<file path="config.mk">
export PLATFORM = sky130hd
export DESIGN_NAME = fifo_write_arbiter
export DESIGN_NICKNAME = d
export VERILOG_FILES = /design/src/rtl/fifo_arb_pkg.sv /design/src/rtl/fifo_write_arbiter_rr_pick.sv /design/src/rtl/fifo_write_arbiter.sv
export SDC_FILE = /design/constraint.sdc
export NUM_CORES = 1
export LEC_CHECK = 0
export ABC_CLOCK_PERIOD_IN_PS = 6600
export CORE_MARGIN = 2
export CORE_UTILIZATION = 42
export DETAILED_ROUTE_END_ITERATION = 12
export GPL_TIMING_DRIVEN = 0
export HOLD_SLACK_MARGIN = 0.12
export PLACE_DENSITY = 0.89
export SLEW_MARGIN = 30
export SYNTH_ARGS = -nofsm -noshare
export SYNTH_HDL_FRONTEND = slang
export SYNTH_SLANG_ARGS = --single-unit
</file>
<file path="constraint.sdc">
create_clock -name write_clk_i -period 6.6 [get_ports write_clk_i]
set_input_delay 1.32 -clock write_clk_i [delete_from_list [all_inputs] [get_ports write_clk_i]]
set_output_delay 1.32 -clock write_clk_i [all_outputs]
set_load 0.02 [all_outputs]
</file>
<file path="src/rtl/fifo_arb_pkg.sv">
// Shared definitions for the FIFO write-port arbiter.
//   arb_state_e    : arbiter FSM states
//   safe_clog2()   : index width that never collapses to zero bits
//   DefaultStallW  : default width of the stall counter
package fifo_arb_pkg;

  typedef enum logic [0:0] {
    StIdle,
    StBurst
  } arb_state_e;

  localparam int unsigned DefaultStallW = 16;

  // A single-entry index still needs one bit of storage.
  function automatic int unsigned safe_clog2(input int unsigned n);
    return (n <= 1) ? 1 : $clog2(n);
  endfunction

endpackage

</file>
<file path="src/rtl/fifo_write_arbiter_rr_pick.sv">
// Combinational round-robin selector.
//   req_i    : request vector
//   ptr_i    : highest-priority index; search runs upward from here and wraps
//   onehot_o : winner as a one-hot vector (zero when nothing requests)
//   idx_o    : winner index
//   any_o    : at least one request is set
module rr_pick #(
  parameter int unsigned NumReq = 4,
  parameter int unsigned IdxW   = 2
) (
  input  logic [NumReq-1:0] req_i,
  input  logic [IdxW-1:0]   ptr_i,
  output logic [NumReq-1:0] onehot_o,
  output logic [IdxW-1:0]   idx_o,
  output logic              any_o
);

  always_comb begin
    logic            found;
    logic [IdxW-1:0] cand;
    found    = 1'b0;
    cand     = '0;
    onehot_o = '0;
    idx_o    = '0;
    for (int unsigned k = 0; k < NumReq; k++) begin
      // Modulo rather than natural wrap so non-power-of-two counts work.
      cand = IdxW'((32'(ptr_i) + k) % NumReq);
      if (!found && req_i[cand]) begin
        found          = 1'b1;
        idx_o          = cand;
        onehot_o[cand] = 1'b1;
      end
    end
    any_o = found;
  end

endmodule

</file>
<file path="src/rtl/fifo_write_arbiter.sv">
// Round-robin arbiter sharing the async FIFO write port among NUM_REQ producers.
//   write_clk_i      : write-domain clock
//   write_reset_i    : asynchronous active-high reset
//   req_valid_i      : per-requester word valid
//   req_data_i       : packed request words, requester i at [i*DATASIZE +: DATASIZE]
//   req_ready_o      : per-requester accept (one-hot or zero)
//   write_full_i     : FIFO full flag
//   write_enable_o   : FIFO write strobe
//   write_data_o     : FIFO write data
//   grant_valid_o    : a requester holds the grant
//   grant_id_o       : index of the granted requester
//   stall_count_o    : saturating count of granted cycles blocked by write_full_i
module fifo_write_arbiter
  import fifo_arb_pkg::*;
#(
  parameter int unsigned NUM_REQ   = 4,
  parameter int unsigned DATASIZE  = 12,
  parameter int unsigned MAX_BURST = 4,
  parameter int unsigned STALL_W   = DefaultStallW,
  localparam int unsigned IdxW     = safe_clog2(NUM_REQ)
) (
  input  logic                         write_clk_i,
  input  logic                         write_reset_i,
  input  logic [NUM_REQ-1:0]           req_valid_i,
  input  logic [NUM_REQ*DATASIZE-1:0]  req_data_i,
  output logic [NUM_REQ-1:0]           req_ready_o,
  input  logic                         write_full_i,
  output logic                         write_enable_o,
  output logic [DATASIZE-1:0]          write_data_o,
  output logic                         grant_valid_o,
  output logic [IdxW-1:0]              grant_id_o,
  output logic [STALL_W-1:0]           stall_count_o
);

  localparam int unsigned     BeatW    = $clog2(MAX_BURST) + 1;
  localparam logic [BeatW-1:0] LastBeat = BeatW'(MAX_BURST - 1);

  arb_state_e           state_q, state_d;
  logic                 grant_valid_q, grant_valid_d;
  logic [IdxW-1:0]      grant_id_q, grant_id_d;
  logic [NUM_REQ-1:0]   grant_oh_q, grant_oh_d;
  logic [IdxW-1:0]      ptr_q, ptr_d;
  logic [BeatW-1:0]     beat_q, beat_d;
  logic [STALL_W-1:0]   stall_q, stall_d;

  logic [NUM_REQ-1:0]   pick_onehot;
  logic [IdxW-1:0]      pick_idx;
  logic                 pick_any;

  rr_pick #(
    .NumReq (NUM_REQ),
    .IdxW   (IdxW)
  ) u_rr_pick (
    .req_i    (req_valid_i),
    .ptr_i    (ptr_q),
    .onehot_o (pick_onehot),
    .idx_o    (pick_idx),
    .any_o    (pick_any)
  );

  logic                in_burst;
  logic                g_valid;
  logic [DATASIZE-1:0] g_data;
  logic [IdxW-1:0]     next_ptr;

  assign in_burst = (state_q == StBurst);
  // One-hot grant mask keeps valid/ready gating free of a decoder.
  assign g_valid  = |(req_valid_i & grant_oh_q);
  assign next_ptr = (grant_id_q == IdxW'(NUM_REQ - 1)) ? '0 : grant_id_q + 1'b1;

  always_comb begin
    g_data = '0;
    for (int unsigned i = 0; i < NUM_REQ; i++) begin
      if (grant_id_q == IdxW'(i)) g_data = req_data_i[i*DATASIZE +: DATASIZE];
    end
  end

  // Everything here derives from reset-cleared state, so it is all-zero in reset.
  assign req_ready_o    = in_burst ? (grant_oh_q & {NUM_REQ{~write_full_i}}) : '0;
  assign write_enable_o = in_burst & g_valid & ~write_full_i;
  assign write_data_o   = grant_valid_q ? g_data : '0;
  assign grant_valid_o  = grant_valid_q;
  assign grant_id_o     = grant_id_q;
  assign stall_count_o  = stall_q;

  always_comb begin
    state_d       = state_q;
    grant_valid_d = grant_valid_q;
    grant_id_d    = grant_id_q;
    grant_oh_d    = grant_oh_q;
    ptr_d         = ptr_q;
    beat_d        = beat_q;
    stall_d       = stall_q;
    unique case (state_q)
      StIdle: begin
        if (pick_any) begin
          state_d       = StBurst;
          grant_valid_d = 1'b1;
          grant_id_d    = pick_idx;
          grant_oh_d    = pick_onehot;
          beat_d        = '0;
        end
      end
      StBurst: begin
        if (!g_valid) begin
          // Dropping valid forfeits the grant.
          state_d       = StIdle;
          grant_valid_d = 1'b0;
          grant_oh_d    = '0;
          ptr_d         = next_ptr;
          beat_d        = '0;
        end else if (write_full_i) begin
          if (stall_q != '1) stall_d = stall_q + 1'b1;
        end else if (beat_q == LastBeat) begin
          state_d       = StIdle;
          grant_valid_d = 1'b0;
          grant_oh_d    = '0;
          ptr_d         = next_ptr;
          beat_d        = '0;
        end else begin
          beat_d = beat_q + 1'b1;
        end
      end
      default: state_d = StIdle;
    endcase
  end

  always_ff @(posedge write_clk_i or posedge write_reset_i) begin
    if (write_reset_i) begin
      state_q       <= StIdle;
      grant_valid_q <= 1'b0;
      grant_id_q    <= '0;
      grant_oh_q    <= '0;
      ptr_q         <= '0;
      beat_q        <= '0;
      stall_q       <= '0;
    end else begin
      state_q       <= state_d;
      grant_valid_q <= grant_valid_d;
      grant_id_q    <= grant_id_d;
      grant_oh_q    <= grant_oh_d;
      ptr_q         <= ptr_d;
      beat_q        <= beat_d;
      stall_q       <= stall_d;
    end
  end

endmodule

</file>
==> summary.md, run 1 <==
| Metric | Value |
|---|---|
| Status | `completed` |
| Min Clock Period, post-route | `~4500 ps` |
| Worst setup margin | `2110 ps` |
| First-pass GRT wire length | `10.8 mm` |
| H-tree lvl count | `2` |
| Core area | `5440 um2` |
| Via density | `between 5 and 6` |
| GR Layer Usage met2 | `0.392` |
| Yosys top cell area share | `0.312` |
| Syn_nets | `327` |
| Clk slew on worst S/H paths | `70 ps` |
| WP depth | `7` |
| Layer with the highest usage | `met2` |
| Hold Vio Cnt, Final | `0` |
| Worst r2r src | `ptr_q[1]$_DFFE_PP0P_` |
| Layout cell share with drive strength beyond 1 | `0.0843` |
| Post-Place Cells | `420` |
| Max Buffers Root-to-Sink | `2` |
| Vias | `approximately 2400` |
| Fmax achieved | `223 MHz` |
| Worst rel slew slack | `0.562` |
| Peak supply drop | `roughly 0.00021 V` |
| PwrDens | `between 300 and 400 nW/um2` |
| Antenna violations before repair | `0` |
| Gates resized, CTS repair | `0` |
| Total CTS buffers | `5` |
| Filler instances | `463` |
| Layout Nets | `424` |
| Dpl cell area | `between 3000 and 4000 um2` |
| Global Route met1 Usage | `0.254` |
| Largest delay contributor family on the critical path | `buffers and inverters` |
| Max Cap Viol | `0` |
| IO Count | `91` |
| Worst-skew pair later-pin latency | `280 ps` |
| Grt met3 use | `0.0563` |
| Final WL | `6.64 mm` |
| Setup TNS | `0 ps` |
| Lkg Pwr | `1.39 nW` |
| Per-cell routed wire length | `approximately 16 um` |
| Vias in the first global route | `2253` |
| Worst slack, placed | `between 2000 and 2500 ps` |
| IO buf count | `90` |
| Worst r2r dst | `grant_id_o[0]$_DFFE_PP0P_` |
| Post-CTS Setup Bufs | `0` |
| Reg2reg path depth | `9` |
| Crit Path Category | `input port to output port` |
| Final setup violation count | `0` |
| GRT Overall Usage | `0.213` |
| Sequential area share after synthesis | `0.312` |
| Iteration-0 DRC Markers | `slightly above 60` |
| Ys flop type | `dfrtp_1` |
| Worst Tran Pin Value | `650 ps` |
| Max-slew violations | `0` |
| CP startpoint | `req_valid_i[0]` |
| Die Span X | `78.4 um` |
| Post-DP HPWL | `~5.0 mm` |
| CTS Root Cell | `clkbuf_8` |
| Row count | `27` |
| Clock sink count | `29` |
| Final hold slack | `491 ps` |
| Fin Clk Skew | `7.37 ps` |
| Worst Path Arrival | `3170 ps` |
| Worst Setup EP | `write_enable_o` |
| DR pass1 iterations | `4` |
| Peak fanout along the critical path | `10` |
| Area of the multi-input gates | `about 1500 um2` |
| Mapped Cells | `258` |
| Flip-flop and latch area | `slightly above 700 um2` |
| Slowest Stage Delay on Critical Path | `about 650 ps` |
| RSZ-0062 raised after global routing | `no` |
| Design area | `3400 um2` |
| Mean instance size in the synthesized netlist | `about 9 um2` |
| Initial Utilization | `0.428` |
| CTS Hold Bufs | `0` |
| Die Area | `6150 um2` |
| Yosys top cell by area | `dfrtp_1` |
| CP Capture Type | `output port` |
| CP Buf/Inv Count | `3` |
| YS warnings | `0` |
| Critical-path cell list | `clkdlybuf4s50_1 -> buf_2 -> a22oi_1 -> nand2_1 -> nand2_1 -> nor2_1 -> clkdlybuf4s50_1` |
| Drt drc | `0` |
| Startpoint Class | `input port` |
| Die height | `78.4 um` |
| Antenna Cells | `0` |
| Cells taking the most area after synthesis | `dfrtp_1 31%, ha_1 7.5%, nor2b_1 6.7%, a221oi_1 4.5%, a21oi_1 4.3%` |
| Final worst-path cycle share | `0.681` |
| Mapped Area | `between 2000 and 2500 um2` |
| Power Total | `1.26 mW` |
| Yosys cell types | `46` |
| Utilization after layout | `0.626` |
| Async set or reset register ratio after synthesis | `1.00` |
| Gpl congestion | `0.821` |
| Worst path required time | `5280 ps` |
| Slowest-stage cell, CP | `clkdlybuf4s50_1` |
| Reg2reg setup slack | `3710 ps` |
| CTS tree | `yes` |
| Post-synth EDFFs | `0` |
| Flops & latches, synth | `29` |
| Pin count of the biggest net entering global routing | `30` |
| Grt ovf | `0` |
| Area grow syn2layout | `46.3%` |
| Routed Antenna Nets | `0` |
| Final non-filler cell total | `428` |
| Hold Path Class | `flop to flop` |
-- state kept, by name, summed over array words and instances, names as in the netlist --
signal and cells:
ptr_q 2, grant_id_o 2, stall_count_o 16, in_burst 1
beat_q 3, grant_valid_o 1, grant_oh_q 4
-- metal layers --
layer	wire length [um]	part of all wire	vias up
li1	-	-	1146
met5	0	0	-
met3	534	0.080	4
met4	25	0.0038	0
met1	2720	0.41	1173
met2	3360	0.51	96
-- cells by family (layout without fill, tap and decap cells) --
family,Yosys count,in the layout,share of synthesized area
muxes,12,12,0.0710
DFF,29,29,0.312
buffers and inverters,24,122,0.0479
adders and majority gates,14,14,0.0753
xor gates and xnor gates,13,13,0.0489
and+or+nand+nor,100,100,0.243
AOI/OAI and AO/OA,66,66,0.202
-- final cells by class --
class / instances / area share
tap: 72 / 0.0265
inverter: 8 / 0.00882
timing repair buffer: 90 / 0.265
buffer: 16 / 0.0239
clock inverter: 3 / 0.00515
sequential: 29 / 0.213
clock buffer: 5 / 0.0202
multi-input combinational: 205 / 0.438
-- cells in the final DEF (no fill, tap or decap), drive strengths merged, types with 6 or more instances in the layout --
master / instances
clkdlybuf4s50: 90
inv: 8
nor2b: 26
clkbuf: 16
ha: 14
and2: 7
nand2: 15
nand3: 7
nor3: 15
a21oi: 20
mux2: 6
dfrtp: 29
a221oi: 12
o21ai: 9
and3: 7
xnor2: 10
a22oi: 8
nor2: 10
-- report_power, final --
part | leakage (nW) | switching, mW | internal, mW | total, mW
registers | 0.383 | 0.0540 | 0.220 | 0.274
clock network | 0.0439 | 0.0702 | 0.0726 | 0.143
logic | 0.967 | 0.448 | 0.399 | 0.848
-- worst min-delay path by stage --
stage	cells past startpoint	slack (ps)	from	end
final	1	490	stall_count_o[6]$_DFFE_PP0P_	stall_count_o[6]$_DFFE_PP0P_
after global routing	1	510	stall_count_o[6]$_DFFE_PP0P_	stall_count_o[6]$_DFFE_PP0P_
after CTS	1	490	stall_count_o[6]$_DFFE_PP0P_	stall_count_o[6]$_DFFE_PP0P_
after detailed placement	1	480	stall_count_o[6]$_DFFE_PP0P_	stall_count_o[6]$_DFFE_PP0P_
after global placement	1	480	beat_q[1]$_DFFE_PP0P_	beat_q[1]$_DFFE_PP0P_
after floorplan	1	470	beat_q[1]$_DFFE_PP0P_	beat_q[1]$_DFFE_PP0P_
-- Yosys cell counts (8+ instances only) --
cell type and number:
o21ai_0 9, a21oi_1 20, nor2_1 9, nand2_1 15, ha_1 14, inv_1 8, xnor2_1 10, a22oi_1 8
a221oi_1 12, dfrtp_1 29, clkbuf_1 10, nor3_1 15, nor2b_1 25
(Power assumes the default switching activity.)
==> run 2: changes to the inputs <==
--- a/config.mk
+++ b/config.mk
@@ -5,13 +5,13 @@
 export SDC_FILE = /design/constraint.sdc
 export NUM_CORES = 1
 export LEC_CHECK = 0
-export ABC_CLOCK_PERIOD_IN_PS = 6600
+export ABC_CLOCK_PERIOD_IN_PS = 3600
 export CORE_MARGIN = 2
-export CORE_UTILIZATION = 42
+export CORE_UTILIZATION = 40
 export DETAILED_ROUTE_END_ITERATION = 12
 export GPL_TIMING_DRIVEN = 0
 export HOLD_SLACK_MARGIN = 0.12
-export PLACE_DENSITY = 0.89
+export PLACE_DENSITY = 0.88
 export SLEW_MARGIN = 30
 export SYNTH_ARGS = -nofsm -noshare
 export SYNTH_HDL_FRONTEND = slang
==> constraint.sdc (replaced) <==
create_clock -name write_clk_i -period 3.6 [get_ports write_clk_i]
set_input_delay 0.72 -clock write_clk_i [delete_from_list [all_inputs] [get_ports write_clk_i]]
set_output_delay 0.72 -clock write_clk_i [all_outputs]
set_load 0.02 [all_outputs]
==> run 2 against run 1 <==
Effect of this change: clock skew fell by 4.3 ps; worst hold slack improved by 1.7 ps; sequential share of layout area down 0.19 points; die area is 4.7% higher.
==> summary.md, run 2 (synthesis results as in run 1) <==
| Metric | Value |
|---|---|
| Status | `completed` |
| Die height | `80.3 um` |
| Antenna Cells | `0` |
| Via density | `5.55` |
| Die Area | `6440 um2` |
| Area grow syn2layout | `47.6%` |
| Setup TNS | `0 ps` |
| Commonest non-fill, non-tap cells in the layout | `90 x clkdlybuf4s50_1, 29 x dfrtp_1, 25 x nor2b_1, 20 x a21oi_1` |
| Gates resized, CTS repair | `0` |
| CP Buf/Inv Count | `3` |
| Power Total | `2.39 mW` |
| Post-CTS Setup Bufs | `0` |
| Startpoint Class | `flop` |
| Vias | `about 2400` |
| IO Count | `91` |
| GRT Overall Usage | `0.210` |
| Final non-filler cell total | `428` |
| Worst setup margin | `256 ps` |
| Vias in the first global route | `2383` |
| Initial Utilization | `0.418` |
| Peak supply drop | `0.000331 V` |
| Combinational Power Share | `0.647` |
| Crit Path Category | `flop to output port` |
| Grt met3 use | `0.0494` |
| Worst Tran Pin Value | `599 ps` |
| Worst-skew pair later-pin latency | `~280 ps` |
| Fmax achieved | `299 MHz` |
| Drt drc | `0` |
| Pin count of the biggest net entering global routing | `30` |
| Iteration-0 DRC Markers | `69` |
| Worst path required time | `2880 ps` |
| Global Route met1 Usage | `0.243` |
| Worst Path Arrival | `2620 ps` |
| Worst rel slew slack | `0.596` |
| RSZ-0062 raised after global routing | `no` |
| Design area | `3430 um2` |
| Max-slew violations | `0` |
| Per-cell routed wire length | `15.3 um` |
| Sw Pwr | `1.05 mW` |
| CP Capture Type | `output port` |
| Row count | `27` |
| CTS Root Cell | `clkbuf_8` |
| Antenna violations before repair | `0` |
| Die Span X | `80.3 um` |
| Layout Nets | `between 400 and 500` |
| H-tree lvl count | `2` |
| Post-Place Cells | `420` |
| Fin Clk Skew | `around 3 ps` |
| Gpl congestion | `0.857` |
| Clock sink count | `29` |
| Routed Antenna Nets | `0` |
| IO buf count | `90` |
| Hold Vio Cnt, Final | `0` |
| Slowest-stage cell, CP | `clkdlybuf4s50_1` |
| Clock share of power | `0.143` |
| Layer with the highest usage | `met2` |
| Final WL | `6.53 mm` |
| Final worst-path cycle share | `0.929` |
| Final setup violation count | `0` |
| Slowest Stage Delay on Critical Path | `roughly 620 ps` |
| GR Layer Usage met2 | `0.379` |
| CTS Hold Bufs | `0` |
| CTS tree | `yes` |
| Hold Path Class | `flop to flop` |
| Worst slack, placed | `387 ps` |
| Post-DP HPWL | `5.04 mm` |
| Most common cell after layout, fill and taps aside | `clkdlybuf4s50_1` |
| Max Cap Viol | `0` |
| Largest delay contributor family on the critical path | `buffers and inverters` |
| Switching Fraction | `0.438` |
| Register share of total power | `0.210` |
| Core area | `5570 um2` |
| Internal power | `~1.3 mW` |
| Total CTS buffers | `5` |
| Clk slew on worst S/H paths | `70 ps` |
| Grt ovf | `0` |
| Layout cell share with drive strength beyond 1 | `0.0871` |
| Dpl cell area | `approximately 3300 um2` |
| Peak fanout along the critical path | `10` |
| Min Clock Period, post-route | `approximately 3300 ps` |
| Critical-path cell list | `inv_1 -> ha_1 -> clkbuf_1 -> a221oi_1 -> nor3_1 -> a21oi_1 -> nor2b_1 -> clkdlybuf4s50_1` |
| Max FFs per register | `16` |
| Lkg Pwr | `1.41 nW` |
| Max Buffers Root-to-Sink | `2` |
| First-pass GRT wire length | `10.8 mm` |
| PwrDens | `697 nW/um2` |
| DR pass1 iterations | `4` |
## run 2: cell types whose count changed in the layout (fill, tap and decap cells not counted)
cell	previous run	this run
clkinv_2	2	0
clkinv_4	0	1
clkbuf_2	0	1
bufinv_16	0	1
clkbuf_1	10	9
## run 2: power by group through the flow
| stage | clock network [mW] | logic (mW) | registers [mW] |
|---|---|---|---|
| 6_report | 0.342 | 1.55 | 0.503 |
| 5_1_grt | 0.368 | 1.70 | 0.516 |
| 4_1_cts | 0.346 | 1.55 | 0.503 |
| 3_5_place_dp | 0 | 1.54 | 0.509 |
| 3_3_place_gp | 0 | 1.49 | 0.505 |
| 2_1_floorplan | 0 | 0.997 | 0.526 |
## run 2: stage by stage
step / hold slack [ps] / utilization
2_1_floorplan: 470 / -
3_3_place_gp: 478 / 0.595
3_5_place_dp: 480 / 0.595
4_1_cts: 494 / 0.616
5_1_grt: 522 / 0.616
6_report: 493 / 0.616
## run 2: layer usage
layer  routed length (um)  vias to the layer above
li1                     -                     1147
met1                 2670                     1128
met2                 3240                       89
met3                  503                       10
met4                  117                        0
met5                    0                        -
## run 2: final timing paths
check,from,to,slack (ps),depth (start not counted)
setup reg to reg,ptr_q[1]$_DFFE_PP0P_,grant_id_o[0]$_DFFE_PP0P_,760,9
hold reg to reg,stall_count_o[6]$_DFFE_PP0P_,stall_count_o[6]$_DFFE_PP0P_,490,1
setup / recovery,grant_id_o[1]$_DFFE_PP0P_,write_data_o[8],260,8
hold / removal,stall_count_o[6]$_DFFE_PP0P_,stall_count_o[6]$_DFFE_PP0P_,490,1
max in group asynchronous,write_reset_i,ptr_q[0]$_DFFE_PP0P_,2410,2
min in group asynchronous,write_reset_i,stall_count_o[2]$_DFFE_PP0P_,810,2
## run 2: final cells by class
class	count	area (um2)
tap	72	90.1
fill	473	2140
clock buffer	5	68.8
timing repair buffer	90	901
multi-input combinational	205	1490
clock inverter	3	46.3
buffer	16	82.6
sequential	29	726
inverter	8	30.0
